`src/rtl/rca_chunk_adder.sv`:
```
`default_nettype none
// ============================================================================
// Module   : rca_chunk_adder
// Brief    : Multi-cycle ripple-carry adder/subtractor. Adds CHUNK bits per
//            cycle, LSB chunk first, with a valid/ready handshake on both
//            sides and carry/overflow flags on the final result.
// Revision : 1.0  initial release
// ============================================================================
module rca_chunk_adder #(
    parameter int WIDTH = 16,
    parameter int CHUNK = 4
) (
    input  logic             clk,
    input  logic             rst,
    input  logic             in_valid,
    output logic             in_ready,
    input  logic [WIDTH-1:0] a,
    input  logic [WIDTH-1:0] b,
    input  logic             cin,
    input  logic             sub,
    output logic             out_valid,
    input  logic             out_ready,
    output logic [WIDTH-1:0] sum,
    output logic             carry,
    output logic             overflow
);

    localparam int c_N  = WIDTH / CHUNK;
    // Chunk index register is wide enough to also hold a bit offset up to WIDTH
    localparam int c_KW = $clog2(WIDTH + 1);

    localparam logic [1:0] c_ST_IDLE = 2'd0;
    localparam logic [1:0] c_ST_RUN  = 2'd1;
    localparam logic [1:0] c_ST_DONE = 2'd2;

    // Reject parameterisations the chunked datapath cannot represent
    if ((WIDTH < 2) || (CHUNK < 1) || (c_N * CHUNK != WIDTH)) begin : g_param_check
        $error("rca_chunk_adder: WIDTH must be >= 2 and a multiple of CHUNK");
    end

    logic [1:0]       r_state;
    logic [c_KW-1:0]  r_k;
    logic [WIDTH-1:0] r_op_a;
    logic [WIDTH-1:0] r_op_b;
    logic             r_c;
    logic [WIDTH-1:0] r_acc;

    logic [c_KW-1:0]  w_base;
    logic [CHUNK-1:0] w_a_chunk;
    logic [CHUNK-1:0] w_b_chunk;
    logic [CHUNK-1:0] w_chunk_sum;
    logic             w_c_out;
    logic             w_c_top_in;
    logic [WIDTH-1:0] w_full;
    logic             w_last;

    // Ripple one chunk of the stored operands; also track the carry entering
    // the chunk's top bit, which becomes the MSB carry-in on the last chunk
    always_comb begin
        w_base      = r_k * c_KW'(CHUNK);
        w_a_chunk   = r_op_a[w_base +: CHUNK];
        w_b_chunk   = r_op_b[w_base +: CHUNK];
        w_chunk_sum = '0;
        w_c_out     = r_c;
        w_c_top_in  = r_c;
        for (int i = 0; i < CHUNK; i++) begin
            w_c_top_in     = w_c_out;
            w_chunk_sum[i] = w_a_chunk[i] ^ w_b_chunk[i] ^ w_c_out;
            w_c_out        = (w_a_chunk[i] & w_b_chunk[i]) |
                             (w_a_chunk[i] & w_c_out)      |
                             (w_b_chunk[i] & w_c_out);
        end
        w_full                  = r_acc;
        w_full[w_base +: CHUNK] = w_chunk_sum;
        w_last                  = (r_k == c_KW'(c_N - 1));
    end

    // Control FSM and datapath; partial sums live in r_acc and only reach
    // the sum output when the final chunk completes
    always_ff @(posedge clk) begin
        if (rst) begin
            r_state  <= c_ST_IDLE;
            r_k      <= '0;
            r_op_a   <= '0;
            r_op_b   <= '0;
            r_c      <= 1'b0;
            r_acc    <= '0;
            sum      <= '0;
            carry    <= 1'b0;
            overflow <= 1'b0;
        end else begin
            case (r_state)
                c_ST_IDLE: begin
                    if (in_valid) begin
                        r_op_a  <= a;
                        r_op_b  <= sub ? ~b : b;
                        r_c     <= sub ? ~cin : cin;
                        r_k     <= '0;
                        r_state <= c_ST_RUN;
                    end
                end
                c_ST_RUN: begin
                    r_acc <= w_full;
                    r_c   <= w_c_out;
                    if (w_last) begin
                        sum      <= w_full;
                        carry    <= w_c_out;
                        overflow <= w_c_out ^ w_c_top_in;
                        r_state  <= c_ST_DONE;
                    end else begin
                        r_k <= r_k + c_KW'(1);
                    end
                end
                c_ST_DONE: begin
                    if (out_ready) begin
                        r_state <= c_ST_IDLE;
                    end
                end
                default: begin
                    r_state <= c_ST_IDLE;
                end
            endcase
        end
    end

    assign in_ready  = (r_state == c_ST_IDLE);
    assign out_valid = (r_state == c_ST_DONE);

endmodule
`default_nettype wire

```
`config.mk`:
```
export PLATFORM = sky130hd
export DESIGN_NAME = rca_chunk_adder
export DESIGN_NICKNAME = d
export VERILOG_FILES = /design/src/rtl/rca_chunk_adder.sv
export SDC_FILE = /design/constraint.sdc
export NUM_CORES = 1
export LEC_CHECK = 0
export ABC_AREA = 1
export CORE_ASPECT_RATIO = 1.1
export CORE_MARGIN = 2
export CORE_UTILIZATION = 23
export CTS_BUF_LIST = sky130_fd_sc_hd__clkbuf_8
export CTS_CLUSTER_DIAMETER = 200
export DETAILED_ROUTE_END_ITERATION = 10
export HOLD_SLACK_MARGIN = 0.12
export PLACE_DENSITY = 0.38
export SYNTH_ARGS = -nofsm -noshare
export SYNTH_HDL_FRONTEND = slang
export SYNTH_SLANG_ARGS = --single-unit
```
`constraint.sdc`:
```
create_clock -name clk -period 3.42 [get_ports clk]
set_clock_uncertainty 0.2 [all_clocks]
set_input_delay 0.513 -clock clk [delete_from_list [all_inputs] [get_ports clk]]
set_output_delay 0.513 -clock clk [all_outputs]
set_load 0.02 [all_outputs]
```
==> flow_metrics.py <==
metrics = {
    "min_path": {
        "min_to": "carry",
        "min_from": "carry",
        "worstHoldPathCells": 2,
        "hp-class": "reg -> reg",
    },
    "worst_setup_path": {
        "crit_path_end_kind": "flip-flop",
        "reg2reg_from": "r_k[0]",
        "crit_required_ns": 3.49,
        "r2r_end": "r_acc[15]",
        "startpoint_type": "flip-flop",
        "crit_path_max_fanout": 10,
        "crit_type": "reg -> reg",
        "r2r_cells": 16,
        "cp.arrival_ns": 3.20,
        "worst-r2r-setup-slack_ns": 0.30,
    },
    "flow_run": {
        "drv_cap": 0,
    },
    "synth": {
        "synth.distinct_cells": 30,
        "ys.flop_type": "dfxtp_1",
        "synth_edf_count": 0,
        "syn_nets": 568,
        "synth_top_area_share_pct": 40.04,
        "postSynthCellCount": 523,
        "seq_area_frac_synth_pct": 40.04,
        "avgSynthCellArea_sq_um": 7.074,
        "synth_area_leaders": "dfxtp_1, nand2_1, nor2_1",
        "synth.most_common_cell": "nand2_1",
        "synth.cell_area_sq_um": 3700,
        "synth_commonest_cells": "nand2_1, nor2_1, dfxtp_1",
        "ys_async_sr_fraction_pct": 0,
        "ys_seq_elements": 74,
        "yosysTopAreaCell": "dfxtp_1",
        "yosys_warnings": 0,
    },
    "drt": {
        "wl_per_cell_um": 12.83,
        "drt-total-wl_um": 9978,
        "drt-initial-drc-count": 146,
        "via_per_inst": 4.246,
        "vias": 3303,
        "detail-route-antenna-nets": 0,
        "drc_errors": 0,
        "firstDrtPassIters": 4,
    },
    "sta": {
        "slew_headroom_pct": 40.13,
        "tns_ns": 0,
        "drv_slew": 0,
        "setup_viol": 0,
        "timing.final.crit_period_ns": 3.121,
        "worstMarginPinSlew_ns": 0.8952,
        "min_period_over_period_pct": 91.27,
        "fmax_ghz": 0.3204,
        "rsz0062_at_grt": "false",
        "finalHoldViolCount": 0,
    },
    "clock_network": {
        "htree_levels": 3,
        "cts_hold_buffers": 0,
        "insertion_delay_ns": 0.36,
        "clk_pin_slew_ns": 0.08,
        "clk_path_buf_depth": 2,
        "tritoncts": "yes",
        "cts-buffers-inserted": 9,
        "clock_sinks": 74,
        "cts-root-buf": "clkbuf_8",
    },
    "placement": {
        "post-dp-hpwl_um": 7145,
        "place_inst": 763,
        "gp_congestion": 0.7971,
        "numPortBuffers": 57,
    },
    "global_route": {
        "grt_start_max_net_pins": 36,
        "grt-ovfl-total": 0,
        "grt_first_pass_wirelength_um": 16040,
        "busiest_layer": "met2",
        "antenna_found_initial": 0,
        "track_usage_pct": 12.08,
        "met3_usage_pct": 3.245,
        "first_global_vias": 3122,
        "use_met2_pct": 20.55,
        "gr-usage-met1_pct": 14.77,
    },
    "pwr": {
        "ir_worst_vdd_mv": 0.1437,
        "power.leakage_uw": 0.001909,
        "power_uw": 2037,
        "p_per_area_nw_per_um2": 439.7,
    },
    "cells_and_area": {
        "stdcell_count": 778,
        "n_antenna_cell": 0,
        "drive_gt1_share_pct": 7.093,
        "fill_cells": 1798,
        "final_nets": 619,
        "syn_to_final_growth_pct": 25.23,
    },
    "run_status": {
        "status": "finished clean",
    },
    "floorplanning": {
        "start_util_pct": 23.51,
        "die_x_um": 124.9,
        "rows": 48,
        "die_h_um": 137.0,
        "core_area_sq_um": 15740,
        "die_area_sq_um": 17120,
        "ios": 58,
    },
}
-- worst max-delay path by stage --
stage	from	to
final	r_k[0]	r_acc[15]
after global routing	r_k[0]	r_acc[15]
after CTS	r_k[0]	r_acc[15]
after detailed placement	r_k[0]	r_acc[15]
after global placement	r_k[0]	r_acc[15]
after floorplan	r_k[0]	sum[7]
-- critical path, cell delays in order, from the launching register on --
cell and delay (ns):
dfxtp_4 0.39, buf_4 0.17, a21oi_1 0.07, o21ai_0 0.07, a21oi_1 0.10, fa_1 0.39
fa_1 0.37, inv_1 0.08, fa_1 0.21, inv_1 0.06, fa_1 0.53, nand2_1 0.11
nand2_1 0.05, nand2_1 0.09, nand2_1 0.05, nand2_1 0.06, inv_1 0.03
-- cells by family after synthesis --
logic type,after synthesis,share of synthesized area [%]
xor gates and xnor gates,19,4.498
and+or+nand+nor,232,27.19
buffers and inverters,89,10.65
AOI/OAI and AO/OA,102,14.44
DFF,74,40.04
adders and majority gates,7,3.179
-- layout by cell type, fill, tap and decap left out, drive strengths merged, types with 2 or more instances in the layout --
| cell | synthesis | routed |
|---|---|---|
| a21oi | 43 | 43 |
| buf | 18 | 9 |
| clkbuf | 8 | 10 |
| clkdlybuf4s50 | 0 | 57 |
| dfxtp | 74 | 74 |
| fa | 4 | 4 |
| ha | 3 | 3 |
| inv | 62 | 65 |
| nand2 | 96 | 96 |
| nand3 | 45 | 45 |
| nand4 | 2 | 2 |
| nor2 | 89 | 89 |
| o21ai | 48 | 48 |
| o21bai | 2 | 2 |
| o22ai | 9 | 9 |
| xnor2 | 18 | 18 |
-- registers in the layout (all words and copies together) (netlist names) --
| register | count |
|---|---|
| carry | 1 |
| overflow | 1 |
| r_acc | 16 |
| r_c | 1 |
| r_k | 5 |
| r_op_a | 16 |
| r_op_b | 16 |
| r_state | 2 |
| sum | 16 |
-- timing repair --
action,4_1_cts,5_1_grt
endpoints found under the setup margin,0,9
setup buffers,0,0
gates resized for setup,0,5
-- per-layer routing --
metal	up-vias	wire, um	part of all wire [%]
met5	-	0	0
met4	0	130	1.3
met3	10	392	3.9
met2	53	4754	48
met1	1479	4701	47
li1	1761	-	-
-- power breakdown --
group / internal (uW) / total (uW) / switching, uW
registers: 915 / 946 / 30.7
logic: 168 / 418 / 250
clock network: 345 / 673 / 328
-- layout make-up --
| class | instances | area (sq um) | area share [%] |
|---|---|---|---|
| multi-input cells | 360 | 1824 | 39.37 |
| flip-flops and latches | 74 | 1486 | 32.08 |
| repair buffers | 66 | 638.1 | 13.77 |
| well taps | 200 | 250.2 | 5.401 |
| inverters | 63 | 247.7 | 5.347 |
| clock buffers | 10 | 137.6 | 2.971 |
| clock inverters | 5 | 48.80 | 1.053 |
-- stage by stage --
stage / setup slack, ns / util [%] / hold slack, ns / area [sq um]
floorplan: 0.2645 / - / 0.2478 / 3700
global placement: 0.2243 / 28.20 / 0.2638 / 4437
detailed placement: 0.1610 / 28.20 / 0.2632 / 4437
CTS: 0.1409 / 29.38 / 0.2736 / 4623
global route: 0.004544 / 29.45 / 0.2910 / 4633
finish: 0.2985 / 29.45 / 0.2684 / 4633
Note: power is estimated with default switching activity, not from simulation.
